$ cat src/rtl/johnson_pkg.sv
// johnson_pkg: shared Johnson-code helpers for the RTL and reference models.
// Functions: johnson_code(k, width) gives the code at phase index k,
// is_legal_johnson(code, width) gives 1 when code lies on the 2*width ring,
// johnson_phase(code, width) gives the phase index of a legal code (0 otherwise).
package johnson_pkg;
    localparam int MAX_WIDTH = 32;
    function automatic logic [31:0] johnson_code(input int k, input int width);
        logic [31:0] mask;
        mask = 32'hFFFF_FFFF >> (MAX_WIDTH - width);
        // First half fills ones from the MSB end, second half drains them toward the LSB end.
        return (k <= width) ? (mask & ~(mask >> k)) : (mask >> (k - width));
    endfunction
    function automatic logic is_legal_johnson(input logic [31:0] code, input int width);
        logic legal;
        legal = 1'b0;
        for (int k = 0; k < 2 * MAX_WIDTH; k++)
            if (k < 2 * width && code == johnson_code(k, width)) legal = 1'b1;
        return legal;
    endfunction
    function automatic logic [31:0] johnson_phase(input logic [31:0] code, input int width);
        logic [31:0] idx;
        idx = '0;
        for (int k = 0; k < 2 * MAX_WIDTH; k++)
            if (k < 2 * width && code == johnson_code(k, width)) idx = k[31:0];
        return idx;
    endfunction
endpackage

$ cat src/rtl/johnson_decode.sv
// johnson_decode: combinational map from a Johnson code to its legality and phase index.
// Ports: code_i (candidate code), legal_o (code is on the ring), phase_o (index 0..2*WIDTH-1).
module johnson_decode
    import johnson_pkg::*;
#(
    parameter int WIDTH = 4,
    parameter int PW    = $clog2(2 * WIDTH)
) (
    input  logic [WIDTH-1:0] code_i,
    output logic             legal_o,
    output logic [PW-1:0]    phase_o
);
    assign legal_o = is_legal_johnson(32'(code_i), WIDTH);
    assign phase_o = PW'(johnson_phase(32'(code_i), WIDTH));
endmodule

$ cat src/rtl/johnson_ctr.sv
// johnson_ctr: free-running twisted-ring counter with phase index, wrap pulse and self-correction.
// Ports: clk, rstn (sync reset, active high), out (ring state), phase (binary index),
// wrap (pulse when out returns to zero), illegal (pulse after a bad code was corrected).
module johnson_ctr
    import johnson_pkg::*;
#(
    parameter int WIDTH = 4,
    parameter int PW    = $clog2(2 * WIDTH)
) (
    input  logic             clk,
    input  logic             rstn,
    output logic [WIDTH-1:0] out,
    output logic [PW-1:0]    phase,
    output logic             wrap,
    output logic             illegal
);
    logic [WIDTH-1:0] out_q, out_d, step;
    logic [PW-1:0]    phase_q, phase_d, step_phase;
    logic             wrap_q, wrap_d, illegal_q, illegal_d, step_legal;
    assign step = {~out_q[0], out_q[WIDTH-1:1]};
    // The ring step is a bijection that keeps the legal set closed, so the stepped
    // code is legal exactly when the current one is; decoding it yields both the
    // correction decision and the next phase in one lookup.
    johnson_decode #(.WIDTH(WIDTH), .PW(PW)) u_dec (
        .code_i  (step),
        .legal_o (step_legal),
        .phase_o (step_phase)
    );
    always_comb begin
        out_d     = (rstn || !step_legal) ? '0 : step;
        phase_d   = (rstn || !step_legal) ? '0 : step_phase;
        wrap_d    = !rstn && out_q == WIDTH'(1);
        illegal_d = !rstn && !step_legal;
    end
    always_ff @(posedge clk) begin
        if (rstn) begin
            out_q     <= '0;
            phase_q   <= '0;
            wrap_q    <= 1'b0;
            illegal_q <= 1'b0;
        end else begin
            out_q     <= out_d;
            phase_q   <= phase_d;
            wrap_q    <= wrap_d;
            illegal_q <= illegal_d;
        end
    end
    assign out     = out_q;
    assign phase   = phase_q;
    assign wrap    = wrap_q;
    assign illegal = illegal_q;
endmodule

$ cat config.mk
export PLATFORM = sky130hd
export DESIGN_NAME = johnson_ctr
export DESIGN_NICKNAME = d
export VERILOG_FILES = /design/src/rtl/johnson_pkg.sv /design/src/rtl/johnson_decode.sv /design/src/rtl/johnson_ctr.sv
export SDC_FILE = /design/constraint.sdc
export NUM_CORES = 1
export LEC_CHECK = 0
export CELL_PAD_IN_SITES_DETAIL_PLACEMENT = 2
export CELL_PAD_IN_SITES_GLOBAL_PLACEMENT = 2
export CORE_UTILIZATION = 26
export DETAILED_ROUTE_END_ITERATION = 10
export GPL_TIMING_DRIVEN = 0
export PLACE_DENSITY = 0.82
export SETUP_SLACK_MARGIN = 0.02
export SYNTH_ARGS = -nofsm -noshare
export SYNTH_HDL_FRONTEND = slang
export SYNTH_SLANG_ARGS = --single-unit
export TNS_END_PERCENT = 50
$ cat constraint.sdc
create_clock -name clk -period 1.4 [get_ports clk]
set_input_delay 0.21 -clock clk [delete_from_list [all_inputs] [get_ports clk]]
set_output_delay 0.21 -clock clk [all_outputs]
set_load 0.01 [all_outputs]
==> results.yml <==
outcome:
  outcome: "finished clean"
routing:
  vias: 318
  drt-initial-drc-count: 6
  drtPass1Iterations: 3
  antenna_left: 0
  wl_per_cell_um: 12.2
  vias_per_cell: 4.75
  route.detailed.drc: 0
  wirelength_um: 818
worst_setup_path:
  path_class: "flop to output port"
  critPathTopFamily: "buffers and inverters"
  crit_path_start: "wrap"
  critical-path-max-stage-delay_ps: 530
  worst-path-buf-inv: 1
  r2r_start: "out[3]"
  required_ps: 1190
  path_max_fanout: 1
  cp-end-kind: "output port"
  cp-start-kind: "flop"
  rrSetupSlack_ps: 310
  r2r_end: "illegal"
  crit_chain: "clkdlybuf4s50_1"
  cp_slowest_cell: "clkdlybuf4s50_1"
  crit_arrival_ps: 1100
  ff2ff_path_depth: 3
pwr:
  p_int_mw: 0.422
  ir_worst_vdd_v: 0.000311
  pwr-share-clk_pct: 36.6
  comb_power_share_pct: 14.1
  p_sw_share_pct: 23.7
  power.switching_mw: 0.131
  seqPwrFrac_pct: 49.3
  p_per_area_nw_per_um2: 1010
  power.leakage_nw: 0.238
finish:
  area_growth_pct: 40.1
  antenna_cells: 0
  finalNetCount: 55
  post-route-util_pct: 40.5
  drive_gt1_share_pct: 30.8
place:
  io_buffers: 10
  dp_slack_ps: 50.2
  finalWeightedCongestion: 0.649
  dpl.hpwl_um: 576
cts:
  clockBufferDepth: 2
  cts_tree: "built"
  cts_made_buffers: 3
  cts_max_level: 1
  clk_latency_ps: 260
  cts_hold_buf: 0
  path_clk_slew_ps: 60
  numClockSinks: 9
  cts_root_buf: "clkbuf_4"
flow_run:
  cap_violations: 0
floorplan:
  rows: 13
  start_util_pct: 28.9
  core_um2: 1350
  ioPinCount: 11
  die_h_um: 40.8
  die-area_um2: 1660
  fp.dieW_um: 40.8
min_path:
  min_path_type: "flop to flop"
  hold_depth: 2
  holdPathEnd: "out[2]"
  min_from: "out[2]"
yosys:
  synth_top_family_by_area: "simple AND/OR/NAND/NOR gates"
  synth_fp_nets: 39
  syn_area_um2: 390
  synthDistinctLibCells: 19
  postSynthCellCount: 37
  synth_mux_area_share_pct: 8.01
  async_flop_share_pct: 0
  synth-simple-area-share_pct: 23.7
  yosys_most_used_dff: "dfxtp_1"
  synth_top_area_cell: "dfxtp_1"
  synth-compound-area-share_pct: 10.6
  yosys.cell_count.top_type: "dfxtp_1"
  synth_fa_ha_area_share_pct: 0
  synth_edf_count: 0
  yosysWarnings: 0
  synthTopCellsByArea: "dfxtp_1 (46%), buf_4 (5.8%), buf_6 (5.8%), mux2i_1 (5.1%), nor2b_1 (4.8%)"
  synth_xor_area_share_pct: 0
  synth-seq-area-share_pct: 46.2
  synth.avg_cell_area_um2: 10.6
  synth_seq_cells: 9
  yosysTopAreaCellShare_pct: 46.2
  synth.cells.most_frequent: "dfxtp_1 (9), buf_4 (3), nand2_1 (3), nor2b_1 (3)"
grt:
  gr-usage-met3_pct: 8.15
  grt_busiest_layer: "met1"
  overflow: 0
  grt.total_usage_pct: 12.7
  antenna_found_initial: 0
  grt_start_max_net_pins: 10
  grt_pass1_vias: 270
  grt_util_met1_pct: 16.0
  grt_use_met2_pct: 15.9
  grt_pass1_wl_mm: 1.28
timing:
  relSlewSlack_pct: 78.7
  max_freq_ghz: 0.761
  setup_violations: 0
  hold_violations: 0
  setup_slack_ps: 86.1
  tns_ps: 0
  fin_worst_skew_ps: 4.85
  fin_crit_sh_pct: 93.9
  min_period_ps: 1310
  maxSlewViolCount: 0
  hold_ws_ps: 521
  rsz0062_at_grt: "yes"
  worst_pin_slew_ps: 318
## power groups by stage
stage / clock network [mW] / registers [mW] / logic [mW]
after floorplan: 0 / 0.283 / 0.0433
final: 0.203 / 0.273 / 0.0778
after detailed placement: 0 / 0.282 / 0.0785
after global placement: 0 / 0.281 / 0.0777
after CTS: 0.213 / 0.273 / 0.0788
after global routing: 0.231 / 0.275 / 0.0852
## worst register-to-register path: cells and delay by family (launching register included)
family	cells	cell delay (ps)
flip-flops	1	340
multiplexers	1	330
buffers and inverters	1	140
AO/OA/AOI/OAI	1	170
## repair_timing
action | CTS | global route
endpoints found under the hold margin | 0 | 0
endpoints found under the setup margin | 3 | 3
pin swaps | 0 | 0
setup buffers | 1 | 0
resized for setup | 7 | 1
## stage by stage
step,instances,instance area (µm²),power [mW]
global placement,62,509,0.359
floorplan,37,390,0.326
finish,67,547,0.553
CTS,67,544,0.565
global route,67,547,0.591
detailed placement,62,509,0.360
## state kept, by name, summed over array words and instances (netlist names)
| name | flops |
|---|---|
| out | 4 |
| illegal | 1 |
| wrap | 1 |
| phase | 3 |
## worst max path at each step
stage                     endpoint  slack, ps  cells after the start
after floorplan            illegal        360                      3
final                         wrap         90                      1
after CTS                   out[0]         30                      1
after global placement      out[1]         40                      2
after detailed placement    out[1]         50                      2
after global routing      phase[1]         20                      1
## kinds of logic after synthesis
family                 count (synthesis)
buffers and inverters                  5
AO/OA/AOI/OAI                          5
AND/OR/NAND/NOR                       15
multiplexers                           3
flip-flops                             9
## placed cells by master, fill, tap and decap left out, types with 2 or more instances in the layout
cell,instances
dfxtp_1,7
buf_4,6
clkdlybuf4s50_1,6
nor2b_1,3
nand2_1,3
clkbuf_4,3
buf_6,2
mux2i_1,2
or2_1,2
a21oi_1,2
dfxtp_4,2
## layout make-up
type                    count  area [µm²]
plain buffers               5        45.0
clock buffers               4        26.3
multi-input cells          23         165
repair buffers             11         104
flip-flops and latches      9         188
well taps                  15        18.8
fillers                   149         803
## per-layer routing
metal,wire [µm],vias to the layer above
li1,-,155
met1,396,150
met2,361,11
met3,53,2
met4,6,0
met5,0,-
Power figures use the tool's default switching activity.
